<file path="config.mk">
export PLATFORM = sky130hd
export DESIGN_NAME = pc_sequencer
export DESIGN_NICKNAME = d
export VERILOG_FILES = /design/src/rtl/cups_pkg.sv /design/src/rtl/pc_ras.sv /design/src/rtl/pc_sequencer.sv
export SDC_FILE = /design/constraint.sdc
export NUM_CORES = 1
export LEC_CHECK = 0
export CAP_MARGIN = 0
export CORE_UTILIZATION = 45
export DETAILED_ROUTE_END_ITERATION = 10
export GPL_TIMING_DRIVEN = 0
export PLACE_DENSITY = 0.71
export RECOVER_POWER = 100
export SYNTH_ARGS = -nofsm -noshare
export SYNTH_HDL_FRONTEND = slang
export SYNTH_HIERARCHICAL = 1
export SYNTH_SLANG_ARGS = --single-unit
export TNS_END_PERCENT = 20
</file>
<file path="constraint.sdc">
create_clock -name clk -period 3.1 [get_ports clk]
set_clock_uncertainty 0.1 [all_clocks]
set_input_delay 0.62 -clock clk [delete_from_list [all_inputs] [get_ports clk]]
set_output_delay 0.62 -clock clk [all_outputs]
set_load 0.05 [all_outputs]
</file>
<file path="src/rtl/cups_pkg.sv">
// Shared definitions for the program-counter sequencer: op encodings,
// controller states and the address width.
package cups_pkg;

  localparam int ADDR_W = 16;

  localparam logic [2:0] OP_NEXT = 3'd0;
  localparam logic [2:0] OP_JUMP = 3'd1;
  localparam logic [2:0] OP_BRZ  = 3'd2;
  localparam logic [2:0] OP_CALL = 3'd3;
  localparam logic [2:0] OP_RET  = 3'd4;

  typedef enum logic [1:0] {
    ST_IDLE   = 2'd0,
    ST_FETCH  = 2'd1,
    ST_UPDATE = 2'd2,
    ST_HALT   = 2'd3
  } state_t;

endpackage

</file>
<file path="src/rtl/pc_ras.sv">
// Return-address stack: a small LIFO of addresses. Pushes into a full stack and
// pops from an empty one are ignored; push and pop together are never issued.
module pc_ras
  import cups_pkg::*;
#(
  parameter int DEPTH = 4
) (
  input  logic              clk,
  input  logic              rst_n,
  input  logic              push,
  input  logic              pop,
  input  logic [ADDR_W-1:0] din,
  output logic [ADDR_W-1:0] dout,
  output logic              full,
  output logic              empty
);

  localparam int PW = $clog2(DEPTH);
  localparam int CW = PW + 1;

  logic [ADDR_W-1:0] mem_q [DEPTH];
  logic [CW-1:0]     cnt_q, cnt_d;
  logic [PW-1:0]     top_idx;

  assign full    = (cnt_q == CW'(DEPTH));
  assign empty   = (cnt_q == '0);
  // With the count at DEPTH the low bits wrap to 0, so top-1 still lands on DEPTH-1.
  assign top_idx = cnt_q[PW-1:0] - PW'(1);
  assign dout    = mem_q[top_idx];

  always_comb begin
    cnt_d = cnt_q;
    if (push && !full) begin
      cnt_d = cnt_q + CW'(1);
    end else if (pop && !empty) begin
      cnt_d = cnt_q - CW'(1);
    end
  end

  always_ff @(posedge clk or negedge rst_n) begin
    if (!rst_n) begin
      cnt_q <= '0;
    end else begin
      cnt_q <= cnt_d;
    end
  end

  always_ff @(posedge clk) begin
    if (push && !full) begin
      mem_q[cnt_q[PW-1:0]] <= din;
    end
  end

endmodule

</file>
<file path="src/rtl/pc_sequencer.sv">
// Fetch/update controller for the program counter: fetch handshake, next-address
// selection (sequential, jump, branch-if-zero, call, return) and the return stack.
module pc_sequencer
  import cups_pkg::*;
#(
  parameter int RAS_DEPTH = 4
) (
  input  logic              clk,
  input  logic              reset,
  input  logic              start,
  input  logic              stahp,
  input  logic              of,
  input  logic              instr_valid,
  input  logic [2:0]        op,
  input  logic              zero,
  input  logic [ADDR_W-1:0] target,
  input  logic [ADDR_W-1:0] pc_cur,
  output logic              pcdrive,
  output logic [ADDR_W-1:0] pc_next,
  output logic              fetch_req,
  output logic              busy,
  output logic              halted,
  output logic              stack_err,
  output logic [1:0]        state_dbg
);

  // Handshake: fetch_req acts as ready; instr_valid is only consumed in a cycle
  // where fetch_req is high, and op/zero/target/pc_cur are sampled at that edge.

  state_t            state_q, state_d;
  logic [ADDR_W-1:0] pc_next_q, pc_next_d;
  logic              err_q, err_d;
  logic [ADDR_W-1:0] pc_inc;
  logic [ADDR_W-1:0] ras_dout;
  logic              ras_push, ras_pop, ras_full, ras_empty;
  logic              go, hold;

  assign pc_inc = pc_cur + ADDR_W'(1);
  assign go     = start && !stahp && !of;
  assign hold   = stahp || of;

  pc_ras #(.DEPTH(RAS_DEPTH)) u_ras (
    .clk   (clk),
    .rst_n (reset),
    .push  (ras_push),
    .pop   (ras_pop),
    .din   (pc_inc),
    .dout  (ras_dout),
    .full  (ras_full),
    .empty (ras_empty)
  );

  always_comb begin
    state_d   = state_q;
    pc_next_d = pc_next_q;
    err_d     = err_q;
    ras_push  = 1'b0;
    ras_pop   = 1'b0;
    case (state_q)
      ST_IDLE: begin
        if (go) state_d = ST_FETCH;
      end
      ST_FETCH: begin
        if (hold) begin
          state_d = ST_HALT;
        end else if (instr_valid) begin
          state_d = ST_UPDATE;
          case (op)
            OP_JUMP: pc_next_d = target;
            OP_BRZ:  pc_next_d = zero ? target : pc_inc;
            OP_CALL: begin
              if (ras_full) begin
                err_d   = 1'b1;
                state_d = ST_HALT;
              end else begin
                ras_push  = 1'b1;
                pc_next_d = target;
              end
            end
            OP_RET: begin
              if (ras_empty) begin
                err_d   = 1'b1;
                state_d = ST_HALT;
              end else begin
                ras_pop   = 1'b1;
                pc_next_d = ras_dout;
              end
            end
            default: pc_next_d = pc_inc;
          endcase
        end
      end
      ST_UPDATE: begin
        state_d = hold ? ST_HALT : ST_FETCH;
      end
      ST_HALT: begin
        if (go) begin
          state_d = ST_FETCH;
          err_d   = 1'b0;
        end
      end
      default: state_d = ST_IDLE;
    endcase
  end

  always_ff @(posedge clk or negedge reset) begin
    if (!reset) begin
      state_q   <= ST_IDLE;
      pc_next_q <= '0;
      err_q     <= 1'b0;
    end else begin
      state_q   <= state_d;
      pc_next_q <= pc_next_d;
      err_q     <= err_d;
    end
  end

  // The load strobe is cut combinationally so a late halt/overflow blocks the load.
  assign pcdrive   = (state_q == ST_UPDATE) && !hold;
  assign pc_next   = pc_next_q;
  assign fetch_req = (state_q == ST_FETCH);
  assign busy      = (state_q == ST_FETCH) || (state_q == ST_UPDATE);
  assign halted    = (state_q == ST_HALT);
  assign stack_err = err_q;
  assign state_dbg = state_q;

endmodule

</file>
### Word-level counts from Yosys, hierarchy flattened

Memories as Yosys holds them, arrays and structs flattened.
Cells that the tools add are included.

* bitwise logic cells: 1
* add/subtract/negate cells: 4
* equal/unequal tests: 18
* reduce and logical (&&, ||, !) cells: 20
* muxes and demuxes: 33

Operator list (count)
* one-hot mux 16 bit (4 select lines): 1
* 2-to-1 mux 16 bit: 3
* 2-to-1 mux 1 bit: 19
* adder 16 x 1 -> 16 bit (second input constant): 1
* inequality test 3 x 2 -> 1 bit (second input constant): 3
* 2-to-1 mux 2 bit: 4
* inequality test 2 bit (second input constant): 4
* AND reduction 7 bit: 1
* == test 3 x 2 -> 1 bit (second input constant): 2
* == test 3 bit (second input constant): 2
* 2-to-1 mux 3 bit: 2
* one-hot mux 1 bit (2 select lines): 3
* one-hot mux 2 bit (3 select lines): 1
* logical AND 1 bit: 5
* zero test 1 bit: 5
* AND reduction 5 bit: 1
* == test 2 bit (second input constant): 2
* inequality test 2 x 1 -> 1 bit (second input constant): 2
* nonzero test 2 bit: 2
* adder 3 x 1 -> 3 bit (second input constant): 1
* == test 3 x 1 -> 1 bit (second input constant): 1
* zero test 3 bit: 1
* inequality test 3 x 1 -> 1 bit (second input constant): 1
* subtractor 3 x 1 -> 3 bit (second input constant): 1
* other kinds (7): 8

* logic and storage cells: 81
* bits of input ports: 42
* register bits after elaboration: 22
* memories kept: 1
* RAM bits: 64

Memories
* u_ras.mem_q: depth 4, bits a word 16, read ports 1, clocked after Yosys merged registers in 0, write ports 1, RTL line pc_ras.sv:21 `logic [ADDR_W-1:0] mem_q [DEPTH];`

### Depth between registers and ports, before layout

* depth after elaboration: 9
* depth in mapped cells: 12

### Cells and area by module

The synthesis kept the hierarchy.

Modules (own cells, without submodules)
* pc_ras: cells an instance 117, times used 1, area an instance 2665.1 um2
* pc_sequencer: cells an instance 170, times used 1, area an instance 1534.0 um2

### Worst setup path after synthesis

OpenSTA, ideal clock, no wires.

* kind: reg2reg
* start point: register state_q[0] (netlist: state_dbg[0])
* end point: register u_ras.cnt_q[2]
* clock period less this slack: 3449 ps
* data arrival time: 3223 ps
* stages on the path, launching flop included: 10
* slack: -349 ps
* cell sequence: dfrtp_1 -> ha_1 -> nand4bb_1 -> nor3_1 -> a21boi_2 -> xnor2_1 -> ha_1 -> nor4b_1 -> o21ai_0 -> o311a_1

* cells in the longest elaborated chain, start to end: 4
* elaborated cells between the ends (all ways): 7
* those cells by class: eq/ne (1); mux (3); reduce/logical (3)

Ends and longest elaborated chain
* start: declaration: RTL line pc_sequencer.sv:30 `state_t state_q, state_d;`
* start signal: assignment: RTL line pc_sequencer.sv:112 `state_q <= state_d;`
* == test 2 x 1 -> 1 bit *
* named net fetch_req: RTL line pc_sequencer.sv:20 `output logic fetch_req,`
* 2-to-1 mux 1 bit *: RTL line pc_sequencer.sv:59 `case (state_q)`
* named net ras_push: RTL line pc_sequencer.sv:35 `logic ras_push, ras_pop, ras_full, ras_empty;`
* logical AND 1 bit *: RTL line pc_ras.sv:33 `if (push && !full) begin`
* 2-to-1 mux 3 bit or nonzero test 2 bit (tied branches)
* end signal: assignment: RTL line pc_ras.sv:44 `cnt_q <= cnt_d;`
* end: declaration: RTL line pc_ras.sv:22 `logic [CW-1:0] cnt_q, cnt_d;`

Mark *: on every way through the listed nets, which the timed path passes. The rest lies on a longest branch.
A chain may end at the register's enable or synchronous reset.

### Final worst setup path

* start point: register u_ras.cnt_q[0]
* end point: register pc_next_q[9] (netlist: pc_next[9])

* cells in the longest elaborated chain, start to end: 4
* elaborated cells between the ends (all ways): 9
* those cells by class: add/sub (1); eq/ne (3); mux (2); reduce/logical (2); memory (1)

Ends and longest elaborated chain
* subtractor 2 x 1 -> 2 bit: RTL line pc_ras.sv:28 `assign top_idx = cnt_q[PW-1:0] - PW'(1);`
* memory read (4 x 16 bit)
* named net ras_dout[9]: RTL line pc_sequencer.sv:34 `logic [ADDR_W-1:0] ras_dout;`
* 2-to-1 mux 16 bit: RTL line pc_sequencer.sv:81 `if (ras_empty) begin`
* one-hot mux 16 bit (4 select lines): RTL line pc_sequencer.sv:68 `case (op)`
* end signal: assignment: RTL line pc_sequencer.sv:113 `pc_next_q <= pc_next_d;`
* end: declaration: RTL line pc_sequencer.sv:31 `logic [ADDR_W-1:0] pc_next_q, pc_next_d;`

The timed path passes the listed nets, and every way through them passes these cells. The select of a mux whose other input is x is not followed.

==> run_results.csv <==
group,metric,value,unit
outcome,status,"completed",
placement,place.gp.congestion,0.8962,
floorplanning,rows,34,
route,wire_per_inst,20.33,um
clock_tree,cts_hold_buffers,0,
grt,gr-max-usage-layer,"met2",
route,drc,0,
pwr,vdd_ir_drop_max,485.8,uV
hold_path,min_path_cells,2,
placement,dp_cells,459,
timing,rsz0062_at_grt,"false",
placement,dp_hpwl,6604,um
clock_tree,cts.clk_slew.worst_paths,90,ps
route,routed_wl,9781,um
run,maxCapViolations,0,
worst_setup_path,path_class,"register to register",
grt,grtUsageMet3,3.191,%
pwr,pwr-share-seq,39.8,%
grt,grt.met1_usage,28.95,%
layout,post_route_cells_drive_above_1_share,18.50,%
yosys,synth_edf_count,64,
route,viasPerCell,5.960,
yosys,syn-cell-area,0.004199,sq mm
floorplanning,dieHeight,98.60,um
grt,grt_pass1_vias,2901,
yosys,ys_types,54,
layout,fillCellCount,706,
pwr,power_frac_clock,23.4,%
timing,finalSetupViolCount,0,
layout,nets,420,
worst_setup_path,start_kind,"register",
placement,portBuffers,64,
yosys,ys_ff_latch,86,
layout,fin_cells,481,
floorplanning,core-area,0.008891,sq mm
pwr,switching_share,36.63,%
floorplanning,pin_count,65,
timing,worst_pin_slew,1170,ps
floorplanning,initial_core_util,47.23,%
grt,overflow,0,
layout,n_antenna_cell,0,
pwr,p_leak,1.878,nW
clock_tree,ctsLongestPathBuffers,2,
layout,multi_input_area,0.001619,sq mm
grt,antenna_found_initial,0,
worst_setup_path,cp.required,3240,ps
worst_setup_path,crit_path_max_fanout,10,
route,num_vias,2867,
pwr,power_density,685.7,mW/mm^2
yosys,syn-num-nets,339,
grt,grtUsageTotal,21.32,%
route,firstDrtPassIters,5,
yosys,yosysSeqAreaShare,58.88,%
route,drtIter0Drc,184,
worst_setup_path,r2r.worst_path.cells,10,
pwr,p_comb_share,36.8,%
clock_tree,htree_levels,3,
yosys,yosys_most_used_dff,"edfxtp_1",
worst_setup_path,crit_arrival,3080,ps
timing,slew_headroom,21.76,%
clock_tree,clkSinkCount,86,
timing,min_period_over_period,95.08,%
worst_setup_path,worstSetupEndpointType,"register",
route,ant_nets,0,
yosys,async_reset_ff_share,25.58,%
clock_tree,clkLatencyLatePin,350,ps
timing,min_period,2947,ps
timing,slew_violations,0,
timing,tns,0,ps
yosys,avgSynthCellArea,14.63,sq um
clock_tree,cts_tree,"built",
timing,timing.fmax,0.3393,GHz
grt,grt_pass1_wl,15210,um
grt,grt_max_degree,23,
layout,syn_to_final_growth,25.39,%
hold_path,hold_path_class,"register to register",
timing,hold_viol_final,0,
clock_tree,cts_root_buf,"clkbuf_8",
yosys,yosysWarnings,6,
grt,grtUsageMet2,34.18,%
layout,regArea,0.002475,sq mm
floorplanning,dieArea,0.009721,sq mm
pwr,p_int,0.002288,W
clock_tree,numCtsBuffers,9,
pwr,p_switching,0.001323,W
floorplanning,die_w,98.60,um
yosys,syn_inst,287,
[critical path, stage by stage, from the launching register on]
cell	delay (ps)
dfrtp_2	410
buf_6	190
buf_12	170
inv_1	70
ha_2	300
buf_2	210
clkbuf_2	330
mux4_2	350
a32o_1	230
mux2_2	260
a31o_2	210
[stage by stage]
step / hold WS (ps) / cell area (sq um) / setup slack, ps / total power [W] / util (%)
2_1_floorplan: 224.4 / 4208 / 56.85 / 0.002383 / -
3_3_place_gp: 440.7 / 4984 / -542.1 / 0.002834 / 56.05
4_1_cts: 460.8 / 5228 / 12.26 / 0.003698 / 58.80
5_1_grt: 489.7 / 5265 / 37.13 / 0.003765 / 59.22
3_5_place_dp: 446.2 / 4984 / -563.0 / 0.002850 / 56.05
6_report: 461.4 / 5265 / 152.5 / 0.003610 / 59.22
[routing by layer]
| metal | share of wire, % | vias to the layer above |
|---|---|---|
| li1 | - | 1307 |
| met1 | 45 | 1429 |
| met5 | 0 | - |
| met2 | 47 | 117 |
| met4 | 1.8 | 0 |
| met3 | 6.2 | 14 |
[Yosys cell counts, drive strengths merged (5+ instances only)]
| master | count | area [sq um] |
|---|---|---|
| dfrtp | 22 | 550.5 |
| mux4 | 16 | 390.4 |
| xor2 | 7 | 61.31 |
| nor2 | 11 | 41.29 |
| nor4 | 6 | 37.54 |
| a32o | 7 | 70.07 |
| o21ai | 5 | 25.02 |
| nor3 | 8 | 40.04 |
| a31o | 7 | 61.31 |
| a21oi | 5 | 25.02 |
| nand3 | 6 | 30.03 |
| buf | 10 | 76.32 |
| nand2 | 11 | 41.29 |
| and2 | 6 | 37.54 |
| inv | 14 | 52.55 |
| a31oi | 10 | 62.56 |
| edfxtp | 64 | 1922 |
| ha | 10 | 125.1 |
| xnor2 | 5 | 43.79 |
| mux2 | 9 | 112.6 |
| a22oi | 9 | 67.56 |
[power by group through the flow]
stage | clock, W | combinational [W] | sequential (W)
after global routing | 0.000905 | 0.00140 | 0.00146
after floorplan | 0 | 0.000499 | 0.00188
final | 0.000845 | 0.00133 | 0.00144
after detailed placement | 0 | 0.00138 | 0.00147
after CTS | 0.000864 | 0.00139 | 0.00144
after global placement | 0 | 0.00137 | 0.00146
[cell families (layout without fill, tap and decap cells)]
kind of cell	count (synthesis)	after routing	synth area share, %
multiplexers	27	27	12.46
flip-flops	86	86	58.88
adder cells (fa/ha/maj)	10	10	2.980
XOR/XNOR	12	12	2.503
AO/OA/AOI/OAI	57	57	10.58
AND/OR/NAND/NOR	69	69	9.357
buffers and inverters	26	112	3.248
[placed cells by master, fill, tap and decap left out, types with 8 or more instances in the layout]
cell type	Yosys	final
a22oi_1	9	9
a31oi_1	10	10
clkbuf_8	0	9
clkdlybuf4s50_1	0	39
dfrtp_1	22	20
dlygate4sd3_1	0	25
edfxtp_1	64	64
ha_1	10	8
inv_1	14	14
mux4_1	8	8
mux4_2	8	8
nand2_1	11	11
nor2_1	11	11
[cell type report]
type / count / area share [%]
clock inverter: 6 / 1.616
clock buffer: 10 / 2.424
inverter: 15 / 1.069
tap: 108 / 2.567
timing repair buffer: 70 / 13.02
multi-input combinational: 175 / 30.75
buffer: 11 / 1.545
sequential: 86 / 47.01
[registers in the layout, summed over array words and instances, names as in the netlist]
signal	cells
u_ras/cnt_q	3
pc_next	16
state_dbg	2
u_ras/mem_q	64
stack_err	1
[worst paths after layout]
check	start	end	slack [ps]
hold / removal	pc_next[4]	pc_next[4]	460
setup / recovery	u_ras/cnt_q[0]	pc_next[9]	150
max in group asynchronous	reset	u_ras/cnt_q[0]	1260
min in group asynchronous	reset	u_ras/cnt_q[1]	850
setup reg to reg	u_ras/cnt_q[0]	pc_next[9]	150
hold reg to reg	pc_next[4]	pc_next[4]	460
[timing repair]
item,in CTS,in global routing
endpoints found under the setup margin,50,48
gates resized for setup,9,3
pin swaps,1,1
setup buffers,0,6
No activity file was read; power rests on OpenSTA's default activity.
